$ cat config.mk
export PLATFORM = sky130hd
export DESIGN_NAME = if_stage_flat
export DESIGN_NICKNAME = d
export VERILOG_FILES = /design/src/rtl/if_stage_if.sv /design/src/rtl/if_stage.sv /design/src/flat_wrapper.sv
export SDC_FILE = /design/constraint.sdc
export NUM_CORES = 1
export LEC_CHECK = 0
export CORE_ASPECT_RATIO = 2
export CORE_MARGIN = 2
export CORE_UTILIZATION = 40
export DETAILED_ROUTE_END_ITERATION = 8
export PLACE_DENSITY = 0.74
export SLEW_MARGIN = 5
export SYNTH_ARGS = -nofsm -noshare
export SYNTH_HDL_FRONTEND = slang
export SYNTH_SLANG_ARGS = --single-unit
$ cat constraint.sdc
create_clock -name clk -period 2.35 [get_ports clk]
set_clock_uncertainty 0.15 [all_clocks]
set_input_delay 0.47 -clock clk [delete_from_list [all_inputs] [get_ports clk]]
set_output_delay 0.47 -clock clk [all_outputs]
set_load 0.02 [all_outputs]
$ cat src/rtl/if_stage_if.sv
// Instruction-memory bus between the fetch stage (master) and a
// combinational-read instruction memory (slave).
interface if_stage_if #(
    parameter int PC_W   = 32,
    parameter int DATA_W = 32
);
    logic [PC_W-1:0]   imem_addr;
    logic [DATA_W-1:0] imem_rdata;

    modport master (output imem_addr, input  imem_rdata);
    modport slave  (input  imem_addr, output imem_rdata);
endinterface

$ cat src/rtl/if_stage.sv
// Instruction-fetch stage: program counter, instruction-memory address and
// the IF/ID pipeline register, with hazard stall and EX redirect/flush.
module if_stage #(
    parameter int              DATA_W    = 32,
    parameter int              PC_W      = 32,
    parameter logic [PC_W-1:0] RESET_PC  = '0,
    parameter logic [31:0]     NOP_INSTR = 32'h0000_0013
) (
    input  logic              clk,
    input  logic              reset,
    input  logic              stall,
    input  logic              redirect_valid,
    input  logic [PC_W-1:0]   redirect_pc,
    if_stage_if.master        imem,
    output logic              id_valid,
    output logic [PC_W-1:0]   id_pc,
    output logic [PC_W-1:0]   id_pc4,
    output logic [DATA_W-1:0] id_instr,
    output logic [31:0]       fetch_cnt,
    output logic              misalign_err
);
    localparam logic [DATA_W-1:0] NOP_WORD = DATA_W'(NOP_INSTR);

    logic [PC_W-1:0]   pc_reg;
    logic [PC_W-1:0]   pc_plus4;
    logic [PC_W-1:0]   redirect_target;
    logic              id_valid_reg;
    logic [PC_W-1:0]   id_pc_reg;
    logic [PC_W-1:0]   id_pc4_reg;
    logic [DATA_W-1:0] id_instr_reg;
    logic [31:0]       fetch_cnt_reg;
    logic              misalign_reg;

    // Sequential PC arithmetic wraps naturally at 2^PC_W.
    assign pc_plus4        = pc_reg + PC_W'(4);
    assign redirect_target = {redirect_pc[PC_W-1:2], 2'b00};

    always_ff @(posedge clk) begin
        if (reset) begin
            pc_reg        <= RESET_PC;
            id_valid_reg  <= 1'b0;
            id_pc_reg     <= '0;
            id_pc4_reg    <= '0;
            id_instr_reg  <= NOP_WORD;
            fetch_cnt_reg <= '0;
            misalign_reg  <= 1'b0;
        end else if (redirect_valid) begin
            // Flush the wrong-path instruction; id_pc/id_pc4 keep their values.
            pc_reg       <= redirect_target;
            id_valid_reg <= 1'b0;
            id_instr_reg <= NOP_WORD;
            if (redirect_pc[1:0] != 2'b00) begin
                misalign_reg <= 1'b1;
            end
        end else if (!stall) begin
            pc_reg        <= pc_plus4;
            id_valid_reg  <= 1'b1;
            id_pc_reg     <= pc_reg;
            id_pc4_reg    <= pc_plus4;
            id_instr_reg  <= imem.imem_rdata;
            fetch_cnt_reg <= fetch_cnt_reg + 32'd1;
        end
    end

    assign imem.imem_addr = pc_reg;
    assign id_valid       = id_valid_reg;
    assign id_pc          = id_pc_reg;
    assign id_pc4         = id_pc4_reg;
    assign id_instr       = id_instr_reg;
    assign fetch_cnt      = fetch_cnt_reg;
    assign misalign_err   = misalign_reg;
endmodule

$ cat src/flat_wrapper.sv
// flat-port wrapper written by rule: the top's interface ports become plain ports
module if_stage_flat 
#(
    parameter int              DATA_W    = 32,
    parameter int              PC_W      = 32,
    parameter logic [PC_W-1:0] RESET_PC  = '0,
    parameter logic [31:0]     NOP_INSTR = 32'h0000_0013
)
  (clk, reset, stall, redirect_valid, redirect_pc, id_valid, id_pc, id_pc4, id_instr, fetch_cnt, misalign_err, imem_imem_addr, imem_imem_rdata);
  if_stage_if #(.PC_W(PC_W), .DATA_W(DATA_W)) imem_i ();
  input  logic clk;
  input  logic reset;
  input  logic stall;
  input  logic redirect_valid;
  input  logic [PC_W-1:0] redirect_pc;
  output logic id_valid;
  output logic [PC_W-1:0] id_pc;
  output logic [PC_W-1:0] id_pc4;
  output logic [DATA_W-1:0] id_instr;
  output logic [31:0] fetch_cnt;
  output logic misalign_err;
  output wire logic [$bits(imem_i.imem_addr)-1:0] imem_imem_addr;
  input wire logic [$bits(imem_i.imem_rdata)-1:0] imem_imem_rdata;
  assign imem_imem_addr = imem_i.imem_addr;
  assign imem_i.imem_rdata = imem_imem_rdata;
  if_stage #(.DATA_W(DATA_W), .PC_W(PC_W), .RESET_PC(RESET_PC), .NOP_INSTR(NOP_INSTR)) u_core (.clk(clk), .reset(reset), .stall(stall), .redirect_valid(redirect_valid), .redirect_pc(redirect_pc), .imem(imem_i), .id_valid(id_valid), .id_pc(id_pc), .id_pc4(id_pc4), .id_instr(id_instr), .fetch_cnt(fetch_cnt), .misalign_err(misalign_err));
endmodule
==> results.md, run 1 <==
* Top FF cell, synth: dfxtp_1
* Clock tree buffer depth at 2
* Slew headroom at 64.40%
* Worst-margin pin slew at 0.5300 ns
* Total number of vias at 7272
* CP Launch Type: flop
* Synth area leaders: dfxtp_1 (44%), nor2_1 (5.7%), nand2_1 (4.9%), mux2i_1 (4.7%), a21oi_1 (4.3%)
* Syn-to-layout area delta at 49.28%
* Achievable Freq at 429.9 MHz
* Maximum resistive drop on vdd at 0.4393 mV
* Pwr Density at 632.7 nW/um2
* Avg WL per Cell at 17.71 um
* Tmin final at 2.326 ns
* Num CTS Buffers at 17
* Most frequent cell after synthesis: dfxtp_1
* Synth top area share at roughly 44%
* # setup viols final at 0
* Critical path's slowest cell: clkdlybuf4s50_1
* Initial antenna violation count at 0
* Total routed wirelength at 23150 um
* Worst skew pair latency at 0.42 ns
* RSZ-0062 raised after global routing: false
* # fillers at ~1500
* Critical path peak fanout at 6
* DRC Markers at 0
* Post-DP HPWL at 17050 um
* Hold Crit Class: flop to flop
* Grt ovf at 0
* Total power at 6645 uW
* Crit end category: output pin
* Total Die Area at 18730 um2
* Sinks on Clock Net at 156
* Largest net degree at the start of global routing at 57
* CTS Hold Bufs at 0
* Hold Fails Final Rpt at 0
* Mean Syn Cell Area at 8.366 um2
* Fin nets at around 1200
* Port Buffers at approximately 220
* Vias per cell at ~5.6
* Gp weighted congestion at 0.8877
* Final worst slack at about 0.024 ns
* FF/Latch Area at 3124 um2
* DRT iter0 DRCs at 452
* EDFF count, synth at 0
* Reg clk slew, reported paths at 0.06 ns
* Cells after Synth at 841
* N_diodes at 0
* Fin crit share at 98.99%
* Multi-input logic area at 3560 um2
* Yosys warns at 0
* First-pass GRT wire length at 36610 um
* Initial core utilization at about two fifths
* Root buffer cell: clkbuf_16
* Max-cap violations at 0
* Status: finished, final reports clean
* Worst Hold Depth at 2
* H-tree depth at 4
* Slew Limit Fails at 0
* Vias in the first global route at 7043
* R2R depth at 5
* Register area share after synthesis at 44.39%
* Worst setup path class: flop to output pin
* CTS tree: built
* Die height at roughly 190 um
* PostCTS Resize Cnt at 0
* Post-synth ARST share at 0%
* Area of the core at 17270 um2
* Chip Width at between 90 and 100 um
* Row cnt at roughly 70
* Netlist Area Pre-Place at 7035 um2
* Top post-synthesis cells by count: dfxtp_1 (156), nor2_1 (106), nand2_1 (92)
* Pre-CTS WS at -0.09640 ns
* I/O pins at 230
* Leak at 0.003710 uW
* Setup Fix Bufs, Post-CTS at 0
* Crit path DAT at 1.71 ns
* Worst path max stage delay at 0.62 ns
* DRT Pass-1 Iters at 6
* Data required, critical path at 1.73 ns
* Yosys top cell by area: dfxtp_1
* #FFs+latches synth at 156
* Share of cells above drive strength 1 at 11.49%
* Distinct cells, synth at 51
* Gr usage total at between 20% and 30%
* Post-DRT Antenna Nets at 0
* Crit path cell chain: buf_4, clkdlybuf4s50_1
==> where the power goes <==
part	switching, uW	internal (uW)	leakage, uW	total [uW]
logic	510	475	0.00215	985
registers	76.6	2750	0.00128	2830
clock network	1110	1720	0.000284	2830
==> worst paths after layout <==
check | startpoint | end | slack (ns)
max | u_core.imem.imem_addr[21] | imem_imem_addr[21] | 0.02
min | u_core.misalign_err | u_core.misalign_err | 0.30
max reg2reg | u_core.imem.imem_addr[8] | u_core.imem.imem_addr[31] | 0.05
min reg2reg | u_core.misalign_err | u_core.misalign_err | 0.30
==> layout by cell type (no fill, tap or decap), types with 22 or more instances in the layout <==
cell               n
a211oi_1          28
a21oi_1           60
buf_4             69
clkdlybuf4s50_1  221
dfxtp_1          155
mux2i_1           33
nand2_1           92
nand3_1           22
nor2_1           105
o21ai_0           23
==> per-stage QoR <==
stage / area, um2 / util, % / hold slack (ns) / setup TNS (ns) / cells
final: 10500 / 60.81 / 0.2998 / 0 / 1307
after global routing: 10500 / 60.81 / 0.3285 / 0 / 1307
after CTS: 10490 / 60.73 / 0.3040 / 0 / 1307
after detailed placement: 9888 / 57.25 / 0.2953 / -0.6215 / 1276
after global placement: 9888 / 57.25 / 0.2829 / -0.1633 / 1276
after floorplan: 7056 / - / 0.3722 / 0 / 846
==> cell type report <==
type                            instances  area share [%]
Clock buffer                           20           4.348
Clock inverter                         11           1.370
Inverter                               16          0.5718
Multi-Input combinational cell        595           33.89
Sequential cell                       156           29.75
Tap cell                              210           2.502
Timing Repair Buffer                  299           27.57
==> kinds of logic (layout without fill, tap and decap cells) <==
logic type | Yosys count | after routing | share of synthesized area [%]
simple gates | 355 | 355 | 25.36
compound gates | 165 | 165 | 15.19
flops | 156 | 156 | 44.39
buf+inv | 95 | 346 | 5.584
mux | 37 | 37 | 5.335
xor+xnor | 30 | 30 | 3.735
fa+ha+maj | 2 | 2 | 0.3556
other cells | 1 | 6 | 0.05330
==> routing by layer <==
layer	up-vias	part of all wire (%)	GRT usage, %
met5	-	0	0
met4	0	4.0	11.81
met3	44	5.8	5.229
met2	259	55	46.74
met1	3475	36	24.83
li1	3494	-	-
==> critical path: cells and delay by family (launching register included) <==
kind | cells | cell delay [ns]
DFF | 1 | 0.47
buffers and inverters | 2 | 0.82
Note: power is estimated with default switching activity, not from simulation.
==> run 2: changes to the inputs <==
- PLACE_DENSITY: 0.74 -> default
- PLACE_DENSITY_LB_ADDON: default -> 0.08
==> results.md, run 2 (synthesis results as in run 1) <==
* Status: finished, final reports clean (unchanged)
* Hold endpoint: u_core.fetch_cnt[8] (was u_core.misalign_err)
* Crit-path leading delay family: simple AND/OR/NAND/NOR gates (was buffers and inverters)
* WHS at 0.2875 ns (was 0.2998 ns)
* Worst path max stage delay at 0.61 ns (was 0.62 ns)
* Slew Limit Fails at 0 (unchanged)
* Fin crit share at 96.87% (was 98.99%)
* Worst setup path class: flop to flop (was flop to output pin)
* Critical path's slowest cell: or4_1 (was clkdlybuf4s50_1)
* Maximum resistive drop on vdd at 0.5420 mV (was 0.4393 mV)
* Sinks on Clock Net at 156 (unchanged)
* CTS Hold Bufs at 0 (unchanged)
* I/O pins at 230 (unchanged)
* Uppermost layer routed: met4 (unchanged)
* Crit end category: flop (was output pin)
* Gr usage total at 24.45% (was 24.49%)
* Post-DRT Antenna Nets at 0 (unchanged)
* # setup viols final at 0 (unchanged)
* Leak at 0.003736 uW (was 0.003710 uW)
* Total Die Area at 18730 um2 (unchanged)
* Reg2reg setup slack at 0.07 ns (was 0.05 ns)
* Total routed wirelength at 22860 um (was 23150 um)
* Most common cell after layout, fill and taps aside: clkdlybuf4s50_1 (unchanged)
* Vias per cell at 5.397 (was 5.564)
* Share of cells above drive strength 1 at 11.95% (was 11.49%)
* Max-cap violations at 0 (unchanged)
* DRT iter0 DRCs at 294 (was 452)
* Final worst slack at 0.07344 ns (was 0.02366 ns)
* CTS tree: built (unchanged)
* Commonest cells after routing, fill and taps aside: clkdlybuf4s50_1 (221), dfxtp_1 (155), nor2_1 (105) (unchanged)
* Chip Width at 97.78 um (unchanged)
* First-pass GRT wire length at 36220 um (was 36610 um)
* Area of the core at 17270 um2 (unchanged)
* Die height at 191.6 um (unchanged)
* Hold Crit Class: input pin to flop (was flop to flop)
* Post-DP HPWL at 17130 um (was 17050 um)
* Tmin final at 2.277 ns (was 2.326 ns)
* Placed insts at 1287 (was 1276)
* Largest net degree at the start of global routing at 33 (was 57)
* Pre-CTS WS at -0.1178 ns (was -0.09640 ns)
* R2R Path Start: u_core.imem.imem_addr[8] (unchanged)
* Setup TNS at 0 ns (unchanged)
* Avg WL per Cell at 17.38 um (was 17.71 um)
* Initial core utilization at 40.73% (unchanged)
* Achievable Freq at 439.3 MHz (was 429.9 MHz)
* Num CTS Buffers at 17 (unchanged)
* Buf/Inv on CP at 1 (was 2)
* Crit path cell chain: nand4_1, buf_4, or4_1, or3_1, a311oi_2 (was buf_4, clkdlybuf4s50_1)
* Initial antenna violation count at 0 (unchanged)
* Data required, critical path at 2.52 ns (was 1.73 ns)
* Hold Fails Final Rpt at 0 (unchanged)
* R2R Path End: u_core.imem.imem_addr[31] (unchanged)
* Total non-filler cell area in the finished layout at 10520 um2 (was 10500 um2)
* Min-delay src: reset (was u_core.misalign_err)
* Wl on met1 at 8286 um (was 8274 um)
* Port Buffers at 223 (unchanged)
* Syn-to-layout area delta at 49.53% (was 49.28%)
* Grt ovf at 0 (unchanged)
* RSZ-0062 raised after global routing: false (unchanged)
* Fin cells at 1315 (was 1307)
* WL met3 at 1336 um (was 1332 um)
* Pwr Density at 629.5 nW/um2 (was 632.7 nW/um2)
* Row cnt at 68 (unchanged)
* Vias in the first global route at 6862 (was 7043)
* DRT Pass-1 Iters at 4 (was 6)
* Clock tree buffer depth at 2 (unchanged)
* Worst skew pair latency at 0.43 ns (was 0.42 ns)
* DRC Markers at 0 (unchanged)
* N_diodes at 0 (unchanged)
* Worst Hold Depth at 2 (unchanged)
* Post-place instance area at 9921 um2 (was 9888 um2)
* Gp weighted congestion at 0.8787 (was 0.8877)
* Reg clk slew, reported paths at 0.06 ns (about the same)
* Total number of vias at 7097 (was 7272)
* Root buffer cell: clkbuf_16 (unchanged)
* CP Launch Type: flop (unchanged)
* Critical path peak fanout at 13 (was 6)
* R2R depth at 5 (unchanged)
* Routed wl met2 at 12390 um (was 12620 um)
* Fin nets at 1166 (was 1155)
* Crit path DAT at 2.45 ns (was 1.71 ns)
* H-tree depth at 4 (unchanged)
==> run 2: cell count changes in the layout (fill, tap and decap cells not counted) <==
cell        previous run  this run
buf_4                 69        84
buf_12                 8         4
clkinvlp_4             4         1
clkbuf_1               1         3
clkbuf_8               2         0
a311oi_1              17        16
a311oi_2               1         2
bufinv_16              3         4
clkinv_2               3         2
or4_1                 21        22
or4_4                  3         2
==> run 2: area by class of cell <==
| type | count | area, um2 |
|---|---|---|
| repair buffers | 310 | 2928 |
| fillers | 1589 | 6751 |
| multi-input cells | 595 | 3562 |
| well taps | 210 | 262.8 |
| inverters | 16 | 60.06 |
| clock buffers | 20 | 436.7 |
| clock inverters | 8 | 146.4 |
| flip-flops and latches | 156 | 3124 |
==> run 2: worst max-delay path by stage <==
stage                                        start                   endpoint  slack [ns]  depth (start not counted)
after CTS                 u_core.imem.imem_addr[8]  u_core.imem.imem_addr[31]        0.06                          5
after global routing      u_core.imem.imem_addr[8]  u_core.imem.imem_addr[31]       0.002                          5
after detailed placement            redirect_valid       u_core.fetch_cnt[26]       -0.12                          6
final                     u_core.imem.imem_addr[8]  u_core.imem.imem_addr[31]        0.07                          5
after floorplan           u_core.imem.imem_addr[2]  u_core.imem.imem_addr[29]       0.005                          5
after global placement              redirect_valid       u_core.fetch_cnt[24]        -0.1                          6
==> run 2: power breakdown <==
| group | internal (uW) | switching [uW] |
|---|---|---|
| combinational | 473 | 505 |
| clock | 1750 | 1070 |
| sequential | 2750 | 73.0 |
| total | 4980 | 1650 |
==> run 2: repair_timing <==
action                                  in CTS  in global routing
resized for setup                            0                  3
setup buffers                                0                  0
endpoints found under the setup margin       0                  2
==> run 2: per-layer routing <==
layer / global-route usage, % / vias to the layer above
li1: - / 3512
met1: 24.57 / 3312
met2: 46.02 / 222
met3: 6.362 / 51
met4: 11.91 / 0
met5: 0 / -
==> run 2: stage by stage <==
stage / power [uW] / utilization, %
after floorplan: 3352 / -
after global placement: 3855 / 57.44
after detailed placement: 3861 / 57.44
after CTS: 6695 / 60.82
after global routing: 6886 / 60.91
final: 6623 / 60.91
==> run 2: worst register-to-register path: stages, from the launching register on <==
cell	delay, ns
dfxtp_1	0.37
nand4_1	0.14
buf_4	0.21
or4_1	0.61
or3_1	0.42
a311oi_2	0.28
